==> src/rtl/mips_pkg.sv <==
// Shared definitions for the MIPS fetch front end.
//   RESET_PC_DEFAULT : default first fetch address after reset
//   fetch_state_e    : fetch controller states
//   fetch_entry_t    : one decoded-side buffer entry {inst, pc, pc_plus_4}
//   word_align()     : clears the byte-offset bits of an address
package mips_pkg;

  localparam logic [31:0] RESET_PC_DEFAULT = 32'h0000_3000;

  typedef enum logic [1:0] {
    IDLE = 2'd0,
    REQ  = 2'd1,
    WAIT = 2'd2,
    DROP = 2'd3
  } fetch_state_e;

  typedef struct packed {
    logic [31:0] inst;
    logic [31:0] pc;
    logic [31:0] pc_plus_4;
  } fetch_entry_t;

  function automatic logic [31:0] word_align(input logic [31:0] addr);
    return {addr[31:2], 2'b00};
  endfunction

endpackage

==> src/rtl/if_fetch_if.sv <==
// Handshake bundle between the fetch unit, instruction memory and decode.
//   imem_req_*  : fetch request channel (valid/ready, word address)
//   imem_resp_* : in-order response channel (valid, data)
//   inst_*      : decode-side channel (valid/ready, {inst, pc, pc+4})
// modport master : the fetch unit
// modport slave  : memory + decode environment
interface if_fetch_if;
  logic        imem_req_valid;
  logic        imem_req_ready;
  logic [31:0] imem_req_addr;
  logic        imem_resp_valid;
  logic [31:0] imem_resp_data;
  logic        inst_valid;
  logic        inst_ready;
  logic [31:0] inst_data;
  logic [31:0] inst_pc;
  logic [31:0] inst_pc_plus_4;

  modport master (
    output imem_req_valid, imem_req_addr,
    input  imem_req_ready, imem_resp_valid, imem_resp_data,
    output inst_valid, inst_data, inst_pc, inst_pc_plus_4,
    input  inst_ready
  );

  modport slave (
    input  imem_req_valid, imem_req_addr,
    output imem_req_ready, imem_resp_valid, imem_resp_data,
    input  inst_valid, inst_data, inst_pc, inst_pc_plus_4,
    output inst_ready
  );
endinterface

==> src/rtl/if_fetch_buf.sv <==
// fetch_buf: BUF_DEPTH-entry FIFO of fetch entries.
//   clk, rst   : clock, asynchronous active-high reset
//   push       : write push_entry at the tail
//   pop        : drop the head entry (ignored when empty)
//   flush      : empty the FIFO; wins over push and pop
//   count      : number of valid entries
//   head       : oldest entry (undefined contents when count == 0)
module fetch_buf
  import mips_pkg::*;
#(
  parameter int unsigned BUF_DEPTH = 2
) (
  input  logic                       clk,
  input  logic                       rst,
  input  logic                       push,
  input  fetch_entry_t               push_entry,
  input  logic                       pop,
  input  logic                       flush,
  output logic [$clog2(BUF_DEPTH):0] count,
  output fetch_entry_t               head
);

  localparam int unsigned AW = $clog2(BUF_DEPTH);
  localparam int unsigned CW = AW + 1;

  fetch_entry_t   mem [BUF_DEPTH];
  logic [AW-1:0]  rd_ptr;
  logic [AW-1:0]  wr_ptr;
  logic           push_ok;
  logic           pop_ok;

  always_comb begin
    push_ok = push && (count < CW'(BUF_DEPTH));
    pop_ok  = pop && (count != '0);
  end

  always_ff @(posedge clk or posedge rst) begin
    if (rst) begin
      rd_ptr <= '0;
      wr_ptr <= '0;
      count  <= '0;
    end else if (flush) begin
      rd_ptr <= '0;
      wr_ptr <= '0;
      count  <= '0;
    end else begin
      if (push_ok) wr_ptr <= wr_ptr + AW'(1);
      if (pop_ok)  rd_ptr <= rd_ptr + AW'(1);
      count <= count + CW'(push_ok) - CW'(pop_ok);
    end
  end

  // Storage needs no reset: the top masks the head while count is zero.
  always_ff @(posedge clk) begin
    if (push_ok && !flush) mem[wr_ptr] <= push_entry;
  end

  assign head = mem[rd_ptr];

endmodule

==> src/rtl/if_fetch.sv <==
// if_fetch: instruction-fetch front end. Owns the PC, issues one word fetch
// at a time over imem_req_*, buffers responses and hands {inst, pc, pc+4}
// to decode. A redirect restarts the stream and discards stale fetches.
//   clk, rst       : clock, asynchronous active-high reset
//   redirect_valid : one-cycle pulse, restart fetching at redirect_addr
//   redirect_addr  : new PC, low two bits ignored
//   bus            : memory request/response and decode channels (master)
module if_fetch
  import mips_pkg::*;
#(
  parameter logic [31:0] RESET_PC  = RESET_PC_DEFAULT,
  parameter int unsigned BUF_DEPTH = 2
) (
  input  logic        clk,
  input  logic        rst,
  input  logic        redirect_valid,
  input  logic [31:0] redirect_addr,
  if_fetch_if.master  bus
);

  localparam int unsigned CW = $clog2(BUF_DEPTH) + 1;
  localparam logic [CW-1:0] DEPTH_C = CW'(BUF_DEPTH);

  fetch_state_e  state;
  fetch_state_e  state_next;
  logic [31:0]   pc;
  logic [31:0]   pc_next;
  logic [31:0]   req_pc;

  logic [CW-1:0] cnt;
  logic [CW-1:0] cnt_next;
  logic          req_fire;
  logic          resp;
  logic          push;
  logic          pop;
  logic          slot_free_next;
  fetch_entry_t  push_entry;
  fetch_entry_t  head;

  fetch_buf #(.BUF_DEPTH(BUF_DEPTH)) u_buf (
    .clk        (clk),
    .rst        (rst),
    .push       (push),
    .push_entry (push_entry),
    .pop        (pop),
    .flush      (redirect_valid),
    .count      (cnt),
    .head       (head)
  );

  always_ff @(posedge clk or posedge rst) begin
    if (rst) begin
      state  <= IDLE;
      pc     <= RESET_PC;
      req_pc <= '0;
    end else begin
      state <= state_next;
      pc    <= pc_next;
      if (req_fire) req_pc <= pc;
    end
  end

  always_comb begin
    req_fire   = (state == REQ) && bus.imem_req_ready;
    resp       = bus.imem_resp_valid && ((state == WAIT) || (state == DROP));
    pop        = (cnt != '0) && bus.inst_ready;
    push       = (state == WAIT) && resp && !redirect_valid;
    push_entry = '{inst: bus.imem_resp_data, pc: req_pc, pc_plus_4: req_pc + 32'd4};

    // Occupancy after this cycle; the outstanding fetch is not yet counted,
    // so "< depth" means a slot can be reserved for the next request.
    cnt_next       = redirect_valid ? '0 : (cnt + CW'(push) - CW'(pop));
    slot_free_next = cnt_next < DEPTH_C;

    pc_next = pc;
    if (redirect_valid) pc_next = word_align(redirect_addr);
    else if (req_fire)  pc_next = pc + 32'd4;

    state_next = state;
    unique case (state)
      IDLE: begin
        if (redirect_valid || slot_free_next) state_next = REQ;
      end
      REQ: begin
        if (req_fire) state_next = redirect_valid ? DROP : WAIT;
        else          state_next = REQ;
      end
      WAIT: begin
        if (resp) begin
          if (redirect_valid || slot_free_next) state_next = REQ;
          else                                  state_next = IDLE;
        end else if (redirect_valid) begin
          state_next = DROP;
        end
      end
      DROP: begin
        // The stale response retires the only outstanding fetch, so leave
        // even if another redirect lands in the same cycle; nothing else
        // would ever arrive to release DROP.
        if (resp) state_next = REQ;
      end
      default: state_next = IDLE;
    endcase
  end

  assign bus.imem_req_valid = (state == REQ);
  assign bus.imem_req_addr  = (state == REQ) ? pc : '0;

  assign bus.inst_valid     = (cnt != '0);
  assign bus.inst_data      = (cnt != '0) ? head.inst      : '0;
  assign bus.inst_pc        = (cnt != '0) ? head.pc        : '0;
  assign bus.inst_pc_plus_4 = (cnt != '0) ? head.pc_plus_4 : '0;

endmodule
==> src/flat_wrapper.sv <==
// flat-port wrapper written by rule: the top's interface ports become plain ports
module if_fetch_flat import mips_pkg::*;
#(
  parameter logic [31:0] RESET_PC  = RESET_PC_DEFAULT,
  parameter int unsigned BUF_DEPTH = 2
)
  (clk, rst, redirect_valid, redirect_addr, bus_imem_req_valid, bus_imem_req_addr, bus_imem_req_ready, bus_imem_resp_valid, bus_imem_resp_data, bus_inst_valid, bus_inst_data, bus_inst_pc, bus_inst_pc_plus_4, bus_inst_ready);
  if_fetch_if bus_i ();
  input  logic clk;
  input  logic rst;
  input  logic redirect_valid;
  input  logic [31:0] redirect_addr;
  output wire logic [$bits(bus_i.imem_req_valid)-1:0] bus_imem_req_valid;
  output wire logic [$bits(bus_i.imem_req_addr)-1:0] bus_imem_req_addr;
  input wire logic [$bits(bus_i.imem_req_ready)-1:0] bus_imem_req_ready;
  input wire logic [$bits(bus_i.imem_resp_valid)-1:0] bus_imem_resp_valid;
  input wire logic [$bits(bus_i.imem_resp_data)-1:0] bus_imem_resp_data;
  output wire logic [$bits(bus_i.inst_valid)-1:0] bus_inst_valid;
  output wire logic [$bits(bus_i.inst_data)-1:0] bus_inst_data;
  output wire logic [$bits(bus_i.inst_pc)-1:0] bus_inst_pc;
  output wire logic [$bits(bus_i.inst_pc_plus_4)-1:0] bus_inst_pc_plus_4;
  input wire logic [$bits(bus_i.inst_ready)-1:0] bus_inst_ready;
  assign bus_imem_req_valid = bus_i.imem_req_valid;
  assign bus_imem_req_addr = bus_i.imem_req_addr;
  assign bus_i.imem_req_ready = bus_imem_req_ready;
  assign bus_i.imem_resp_valid = bus_imem_resp_valid;
  assign bus_i.imem_resp_data = bus_imem_resp_data;
  assign bus_inst_valid = bus_i.inst_valid;
  assign bus_inst_data = bus_i.inst_data;
  assign bus_inst_pc = bus_i.inst_pc;
  assign bus_inst_pc_plus_4 = bus_i.inst_pc_plus_4;
  assign bus_i.inst_ready = bus_inst_ready;
  if_fetch #(.RESET_PC(RESET_PC), .BUF_DEPTH(BUF_DEPTH)) u_core (.clk(clk), .rst(rst), .redirect_valid(redirect_valid), .redirect_addr(redirect_addr), .bus(bus_i));
endmodule
==> config.mk <==
export PLATFORM = sky130hd
export DESIGN_NAME = if_fetch_flat
export DESIGN_NICKNAME = d
export VERILOG_FILES = /design/src/rtl/mips_pkg.sv /design/src/rtl/if_fetch_if.sv /design/src/rtl/if_fetch_buf.sv /design/src/rtl/if_fetch.sv /design/src/flat_wrapper.sv
export SDC_FILE = /design/constraint.sdc
export NUM_CORES = 1
export LEC_CHECK = 0
export CORE_UTILIZATION = 58
export DETAILED_ROUTE_END_ITERATION = 6
export PLACE_DENSITY = 0.87
export SLEW_MARGIN = 10
export SYNTH_ARGS = -nofsm -noshare
export SYNTH_HDL_FRONTEND = slang
export SYNTH_HIERARCHICAL = 1
export SYNTH_SLANG_ARGS = --single-unit
==> constraint.sdc <==
create_clock -name clk -period 20.3 [get_ports clk]
set_input_delay 4.06 -clock clk [delete_from_list [all_inputs] [get_ports clk]]
set_output_delay 4.06 -clock clk [all_outputs]
set_load 0.02 [all_outputs]
==> metrics.md, run 1 <==
| Metric | Value |
|---|---|
| Transition time of the tightest slew-check pin | `1.17 ns` |
| Number of search-and-repair iterations in the first detailed-routing pass | `5` |
| End of the worst register-to-register path | `u_core/u_buf/mem[1][46]$_DFFE_PP_` |
| Die height | `around 140 um` |
| Global-route track usage on met1 | `a little over 30%` |
| Post-placement cell count | `1287` |
| Fmax | `about 0.13 GHz` |
| Number of DRC violations after detailed routing | `0` |
| DR vias | `7373` |
| RSZ-0062 raised after global routing | `false` |
| Clk_lat worst skew | `0.52 ns` |
| Post-synthesis instance total | `approximately 860` |
| Setup_tns | `0 ns` |
| Worst-case vdd ir drop | `82.7 uV` |
| Clock period minus final worst setup slack | `7.72 ns` |
| Worst-case headroom to the max-slew limit | `21.9%` |
| Arrival time of the worst setup path | `7.85 ns` |
| Most common flop cell mapped by yosys | `sky130_fd_sc_hd__edfxtp_1` |
| Data required time at the worst endpoint | `20.43 ns` |
| Leading cell type in the layout, fill and taps excluded | `sky130_fd_sc_hd__clkdlybuf4s50_1` |
| Die Footprint | `20900 um2` |
| Synthesized area | `between 10000 and 15000 um2` |
| Residual antenna-violating net count after detailed routing | `0` |
| Clk Tree Root Cell | `sky130_fd_sc_hd__clkbuf_16` |
| H-tree levels | `1` |
| Placer's final routability congestion estimate | `0.865` |
| Setup skew after layout | `about 0.014 ns` |
| Leakage power summed over all cells | `roughly 0.0053 uW` |
| Average cell area after synthesis | `around 14 um2` |
| Die width | `145 um` |
| Cell depth of the worst flop-to-flop path | `7` |
| Total Nets Final | `1129` |
| Buffers on Ports | `around 200` |
| Global-route wire length before repair | `roughly 38000 um` |
| Endpoints failing hold | `0` |
| Global-route track usage on met3 | `4.38%` |
| DP HPWL | `15500 um` |
| Slowest cell delay on critical path | `0.98 ns` |
| DRC violation total after the first TritonRoute iteration | `about 450` |
| Register clock-pin slew on the reported worst setup and hold paths | `0.06 ns` |
| Highest-delay cell along the critical path | `sky130_fd_sc_hd__buf_4` |
| Count of final max-slew check failures | `0` |
| Hold Startpoint | `u_core/req_pc[23]$_DFFE_PP0P_` |
| Number of diodes added for antenna fixing | `0` |
| Type of the tightest min-delay check | `register to register` |
| Layout area overhead | `25.5%` |
| Power per cell area | `98.9 nW/um2` |
| Global route overflow | `0` |
| Status | `finished clean` |
| CP Launch Type | `input pin` |
| Std-Cell Core Area | `19700 um2` |
| Setup-failing EPs final | `0` |
| Routing usage on met2 | `40.1%` |
| Clock tree from TritonCTS | `yes` |
| Number of buffers and inverters on the critical path | `5` |
| Routing layer with the top usage in global route | `met2` |
| Classification of the worst setup path | `input pin to register` |
| Terminating pin of the worst hold path | `u_core/u_buf/mem[1][55]$_DFFE_PP_` |
| Buffer levels on the longest clock path | `3` |
| Logic depth of the worst path, buffers included | `8` |
| Number of antenna violations at the first check in global routing | `0` |
| Flip-flop and latch count after synthesis | `258` |
| Layout cell share with drive strength beyond 1 | `16.6%` |
| Number of buffers added to fix hold violations after cts | `0` |
| Sinks on the clock net | `258` |
| Cell Count, Final, Fillers Out | `1335` |
| Standard-cell rows | `51` |
| Share of the yosys chip area belonging to registers | `62.9%` |
| Number of buffers added by the clock tree synthesis step | `26` |
| Max-capacitance violation count | `0` |
| Number of flops mapped to enable cells by yosys | `192` |
| Highest net fanout along the worst path | `84` |
| Count of different cell masters after synthesis | `49` |
| Tcrit/Tclk final | `38.0%` |
| CTS-repair resized insts | `0` |
| Final WL | `24200 um` |
| Overall fraction of global-route tracks in use | `23.5%` |
| Routed len/inst | `18.2 um` |
| Via count of the first global-routing pass | `roughly 7500` |
| Minimum setup slack among reg-to-reg paths | `roughly 17 ns` |
| Element type at the critical path end | `register` |
| Beginning of the worst register-to-register path | `u_core/state[0]$_DFFE_PP0P_` |
| Post-CTS Setup Repair Bufs | `0` |
| Proportion of synthesized flip-flops having asynchronous set or reset | `around 26%` |
| Count of synthesis-stage warnings from yosys | `6` |
| Number of cells traversed by the worst hold path | `0` |
| Average vias per placed instance | `5.52` |
| Chain of cells forming the critical path | `clkdlybuf4s50_1 -> buf_4 -> inv_1 -> nand3_1 -> inv_1 -> nand2b_1 -> nor3b_2 -> buf_4` |
| Leading cell types in the layout, fill and taps excluded | `195 x sky130_fd_sc_hd__clkdlybuf4s50_1, 192 x sky130_fd_sc_hd__edfxtp_1, 129 x sky130_fd_sc_hd__and2_1` |
| Count of pins on the block boundary | `200` |
| Effective utilization at floorplan | `59.9%` |
| Cell family with the largest share of critical-path delay | `buffers and inverters` |
| Maximum number of pins on one net before global-route repair | `99` |
-- synth_stat cells (9+ instances only) --
cell type | number | area share [%]
sky130_fd_sc_hd__or4_1 | 9 | 0.57
sky130_fd_sc_hd__nand2_1 | 44 | 1.4
sky130_fd_sc_hd__nand4_1 | 26 | 1.4
sky130_fd_sc_hd__nand3_1 | 27 | 1.1
sky130_fd_sc_hd__inv_1 | 19 | 0.60
sky130_fd_sc_hd__ha_1 | 9 | 0.95
sky130_fd_sc_hd__o21ai_0 | 23 | 0.98
sky130_fd_sc_hd__nor2_1 | 26 | 0.83
sky130_fd_sc_hd__edfxtp_1 | 192 | 49
sky130_fd_sc_hd__mux2_4 | 30 | 3.8
sky130_fd_sc_hd__mux2_2 | 88 | 8.4
sky130_fd_sc_hd__xnor2_1 | 33 | 2.4
sky130_fd_sc_hd__xor2_1 | 12 | 0.89
sky130_fd_sc_hd__dfrtp_1 | 64 | 14
sky130_fd_sc_hd__and2_1 | 129 | 6.8
sky130_fd_sc_hd__a31oi_1 | 12 | 0.64
sky130_fd_sc_hd__o31ai_1 | 10 | 0.64
sky130_fd_sc_hd__clkbuf_1 | 28 | 0.89
-- where the power goes --
part	total, uW	internal, uW	switching [uW]
Clock	472	284	189
Sequential	722	647	75.1
Combinational	271	134	137
Total	1470	1060	401
-- state kept, by name, summed over array words and instances, names as in the netlist --
name and cells:
u_core/pc 30, u_core/u_buf/rd_ptr 1, u_core/state 2, u_core/u_buf/mem 192
u_core/req_pc 30, u_core/u_buf/wr_ptr 1, u_core/u_buf/count 2
-- routing by layer --
metal / up-vias / routed length [um]
met5: - / 0
met3: 48 / 1750
met4: 0 / 582
met2: 281 / 11800
met1: 3547 / 10100
li1: 3497 / -
-- how the worst max path moves through the flow --
stage | start | endpoint | slack [ns]
floorplan | redirect_valid | u_core/u_buf/mem[1][0]$_DFFE_PP_ | 7.89
global placement | redirect_valid | u_core/u_buf/mem[1][48]$_DFFE_PP_ | 12.10
detailed placement | redirect_valid | u_core/u_buf/mem[1][64]$_DFFE_PP_ | 12.01
CTS | redirect_valid | u_core/u_buf/mem[1][73]$_DFFE_PP_ | 12.54
global route | redirect_valid | u_core/u_buf/mem[1][67]$_DFFE_PP_ | 12.26
finish | redirect_valid | u_core/u_buf/mem[1][46]$_DFFE_PP_ | 12.58
-- cells by family after synthesis --
logic type / Yosys count / share of synthesized area [%]
DFF: 258 / 62.9
other: 1 / 0.0318
buffers and inverters: 65 / 2.57
AOI/OAI and AO/OA: 57 / 3.04
xor gates and xnor gates: 45 / 3.34
muxes: 120 / 12.4
adders and majority gates: 9 / 0.954
and+or+nand+nor: 302 / 14.8
-- worst register-to-register path: cells and delay by family, from the launching register on --
family / cells / cell delay, ns
buffers and inverters: 3 / 1.19
and+or+nand+nor: 3 / 1.11
DFF: 1 / 0.41
adders and majority gates: 1 / 0.20
-- per-stage QoR --
| step | worst slack [ns] | hold slack (ns) | total power (uW) | instance area (um2) | utilization (%) |
|---|---|---|---|---|---|
| finish | 12.58 | 0.577 | 1470 | 14800 | 75.1 |
| global route | 12.26 | 0.617 | 1530 | 14800 | 75.1 |
| CTS | 12.54 | 0.580 | 1470 | 14800 | 75.1 |
| detailed placement | 12.01 | 0.567 | 998 | 14000 | 70.8 |
| global placement | 12.10 | 0.531 | 985 | 14000 | 70.8 |
| floorplan | 7.89 | 0.478 | 877 | 11800 | - |
-- area by class of cell --
| type | instances | area, um2 |
|---|---|---|
| inverters | 19 | 71.3 |
| flip-flops and latches | 258 | 7420 |
| multi-input cells | 543 | 4120 |
| repair buffers | 202 | 2000 |
| fillers | 1236 | 4910 |
| well taps | 265 | 332 |
| clock inverters | 9 | 96.3 |
| clock buffers | 39 | 761 |
Note: power is estimated with default switching activity, not from simulation.
==> inputs of run 2 (changes only) <==
--- a/config.mk
+++ b/config.mk
@@ -5,9 +5,9 @@
 export SDC_FILE = /design/constraint.sdc
 export NUM_CORES = 1
 export LEC_CHECK = 0
-export CORE_UTILIZATION = 58
+export CORE_UTILIZATION = 54
 export DETAILED_ROUTE_END_ITERATION = 6
-export PLACE_DENSITY = 0.87
+export PLACE_DENSITY = 0.82
 export SLEW_MARGIN = 10
 export SYNTH_ARGS = -nofsm -noshare
 export SYNTH_HDL_FRONTEND = slang
==> constraint.sdc (replaced) <==
create_clock -name clk -period 7.5 [get_ports clk]
set_input_delay 1.5 -clock clk [delete_from_list [all_inputs] [get_ports clk]]
set_output_delay 1.5 -clock clk [all_outputs]
set_load 0.02 [all_outputs]
==> run 2 against run 1 <==
Compared with the run above: design area is essentially flat; sequential power grew to 2.7 times the previous value; register-to-register slack lost 13 ns; wire length is essentially flat; critical endpoint is now bus_inst_data[12].
==> metrics.md, run 2 (synthesis results as in run 1) <==
| Metric | Value |
|---|---|
| DP HPWL | `15700 um (was 15500 um)` |
| Total Nets Final | `1129 (unchanged)` |
| Number of antenna violations at the first check in global routing | `0 (unchanged)` |
| H-tree levels | `1 (unchanged)` |
| Worst-case headroom to the max-slew limit | `23.1% (was 21.9%)` |
| End point of the critical path | `bus_inst_data[12] (was u_core/u_buf/mem[1][46]$_DFFE_PP_)` |
| Residual antenna-violating net count after detailed routing | `0 (unchanged)` |
| Storage element area | `7420 um2 (unchanged)` |
| Maximum number of pins on one net before global-route repair | `99 (unchanged)` |
| Worst hold margin | `0.559 ns (was 0.577 ns)` |
| Setup skew after layout | `0.0130 ns (was 0.0139 ns)` |
| Max-capacitance violation count | `0 (unchanged)` |
| DRC violation total after the first TritonRoute iteration | `472 (was 452)` |
| Classification of the worst setup path | `register to output port (was input pin to register)` |
| Hold Startpoint | `u_core/req_pc[21]$_DFFE_PP0P_ (was u_core/req_pc[23]$_DFFE_PP0P_)` |
| Placer's final routability congestion estimate | `0.850 (was 0.865)` |
| Transition time of the tightest slew-check pin | `1.15 ns (was 1.17 ns)` |
| Count of final max-slew check failures | `0 (unchanged)` |
| Arrival time of the worst setup path | `3.34 ns (was 7.85 ns)` |
| Element type at the critical path end | `output port (was register)` |
| Count of pins on the block boundary | `200 (unchanged)` |
| Final WL | `24200 um (about the same)` |
| Highest net fanout along the worst path | `58 (was 84)` |
| Number of cells traversed by the worst hold path | `0 (unchanged)` |
| Number of diodes added for antenna fixing | `0 (unchanged)` |
| Leading cell type in the layout, fill and taps excluded | `sky130_fd_sc_hd__clkdlybuf4s50_1 (unchanged)` |
| Number of buffers added by the clock tree synthesis step | `26 (unchanged)` |
| Post-CTS Setup Repair Bufs | `0 (unchanged)` |
| Clock tree from TritonCTS | `yes (unchanged)` |
| Layout cell share with drive strength beyond 1 | `16.6% (unchanged)` |
| Sinks on the clock net | `258 (unchanged)` |
| Endpoints failing hold | `0 (unchanged)` |
| Routed len/inst | `18.0 um (was 18.2 um)` |
| DR vias | `7410 (was 7373)` |
| Register clock-pin slew on the reported worst setup and hold paths | `0.06 ns (about the same)` |
| Area post-placement | `14000 um2 (about the same)` |
| Die width | `150 um (was 145 um)` |
| Leakage power summed over all cells | `0.00527 uW (was 0.00528 uW)` |
| Data required time at the worst endpoint | `6.00 ns (was 20.43 ns)` |
| Setup-failing EPs final | `0 (unchanged)` |
| Buffer levels on the longest clock path | `3 (unchanged)` |
| Setup_tns | `0 ns (unchanged)` |
| Effective utilization at floorplan | `55.6% (was 59.9%)` |
| CTS-repair resized insts | `0 (unchanged)` |
| Minimum setup slack among reg-to-reg paths | `4.41 ns (was 16.93 ns)` |
| Crit path from | `u_core/u_buf/rd_ptr$_DFFE_PP0P_ (was redirect_valid)` |
| Average vias per placed instance | `5.51 (was 5.52)` |
| Clk Tree Root Cell | `sky130_fd_sc_hd__clkbuf_16 (unchanged)` |
| Tcrit/Tclk final | `approximately 64%` |
| End of the worst register-to-register path | `u_core/pc[22]$_DFFE_PP0N_ (was u_core/u_buf/mem[1][46]$_DFFE_PP_)` |
| Type of the tightest min-delay check | `register to register (unchanged)` |
| Number of buffers added to fix hold violations after cts | `0 (unchanged)` |
| Overall fraction of global-route tracks in use | `21.6% (was 23.5%)` |
| Buffers on Ports | `195 (unchanged)` |
| Number of search-and-repair iterations in the first detailed-routing pass | `5 (unchanged)` |
| Die Footprint | `22500 um2 (was 20900 um2)` |
| Fmax | `0.207 GHz` |
| Number of fill cells in the layout | `1462 (was 1236)` |
| CP Launch Type | `register (was input pin)` |
| Largest register FFs | `192 (unchanged)` |
| Biggest register | `u_core/u_buf/mem (unchanged)` |
| Standard-cell rows | `53 (was 51)` |
| Global route overflow | `0 (unchanged)` |
| Clk_lat worst skew | `0.52 ns (about the same)` |
| Power per cell area | `264 nW/um2 (was 98.9 nW/um2)` |
| Multi-input combinational cell area | `4140 um2 (was 4120 um2)` |
| Clock period minus final worst setup slack | `4.84 ns` |
| Beginning of the worst register-to-register path | `u_core/state[1]$_DFFE_PP0P_ (was u_core/state[0]$_DFFE_PP0P_)` |
| Layout area overhead | `25.6% (was 25.5%)` |
| Largest registers | `u_core/u_buf/mem x192, u_core/pc x30, u_core/req_pc x30 (unchanged)` |
| Number of DRC violations after detailed routing | `0 (unchanged)` |
| Leading cell types in the layout, fill and taps excluded | `195 x sky130_fd_sc_hd__clkdlybuf4s50_1, 192 x sky130_fd_sc_hd__edfxtp_1, 129 x sky130_fd_sc_hd__and2_1 (unchanged)` |
| Global-route wire length before repair | `37900 um (was 38000 um)` |
| RSZ-0062 raised after global routing | `false (unchanged)` |
| Status | `finished clean (unchanged)` |
| Cell depth of the worst flop-to-flop path | `6 (was 7)` |
| Die height | `150 um (was 145 um)` |
| Final design area excluding fillers | `14800 um2 (about the same)` |
| Worst-case vdd ir drop | `152 uV (was 82.7 uV)` |
| Std-Cell Core Area | `21200 um2 (was 19700 um2)` |
| Via count of the first global-routing pass | `7252 (was 7466)` |
-- run 2: worst min path at each step --
stage	slack, ns	end
final	0.56	u_core/u_buf/mem[1][53]$_DFFE_PP_
after global routing	0.59	u_core/u_buf/mem[0][53]$_DFFE_PP_
after detailed placement	0.55	u_core/u_buf/mem[1][53]$_DFFE_PP_
after floorplan	0.48	u_core/u_buf/mem[0][63]$_DFFE_PP_
after CTS	0.56	u_core/u_buf/mem[1][55]$_DFFE_PP_
after global placement	0.53	u_core/u_buf/mem[1][55]$_DFFE_PP_
-- run 2: cell type report --
type	instances	area share (%)
well taps	275	2.32
repair buffers	202	13.7
clock inverters	13	0.633
multi-input cells	543	27.9
clock buffers	35	4.90
inverters	19	0.481
flip-flops and latches	258	50.1
-- run 2: layer usage --
layer	vias up	track usage, %	routed length (um)
met5	-	0	0
li1	3501	-	-
met3	48	3.84	1850
met4	0	6.87	590
met1	3578	29.3	10200
met2	283	35.4	11600
-- run 2: critical path, stage by stage (launching register included) --
cell and delay, ns:
sky130_fd_sc_hd__dfrtp_4 1.03, sky130_fd_sc_hd__buf_4 0.62, sky130_fd_sc_hd__mux2_2 0.41, sky130_fd_sc_hd__and2_1 0.14, sky130_fd_sc_hd__clkdlybuf4s50_1 0.55
-- run 2: where the power goes --
group	total (uW)	switching, uW	internal, uW
sequential	1950	202	1750
combinational	731	367	364
clock	1230	517	712
-- run 2: stage by stage --
stage	utilization (%)	instances	total power (uW)	setup slack (ns)
3_3_place_gp	66.0	1297	2680	2.43
6_report	69.9	1345	3910	2.66
4_1_cts	69.9	1345	3940	2.61
5_1_grt	69.9	1345	4080	2.52
2_1_floorplan	-	866	2370	1.05
3_5_place_dp	66.0	1297	2710	2.29
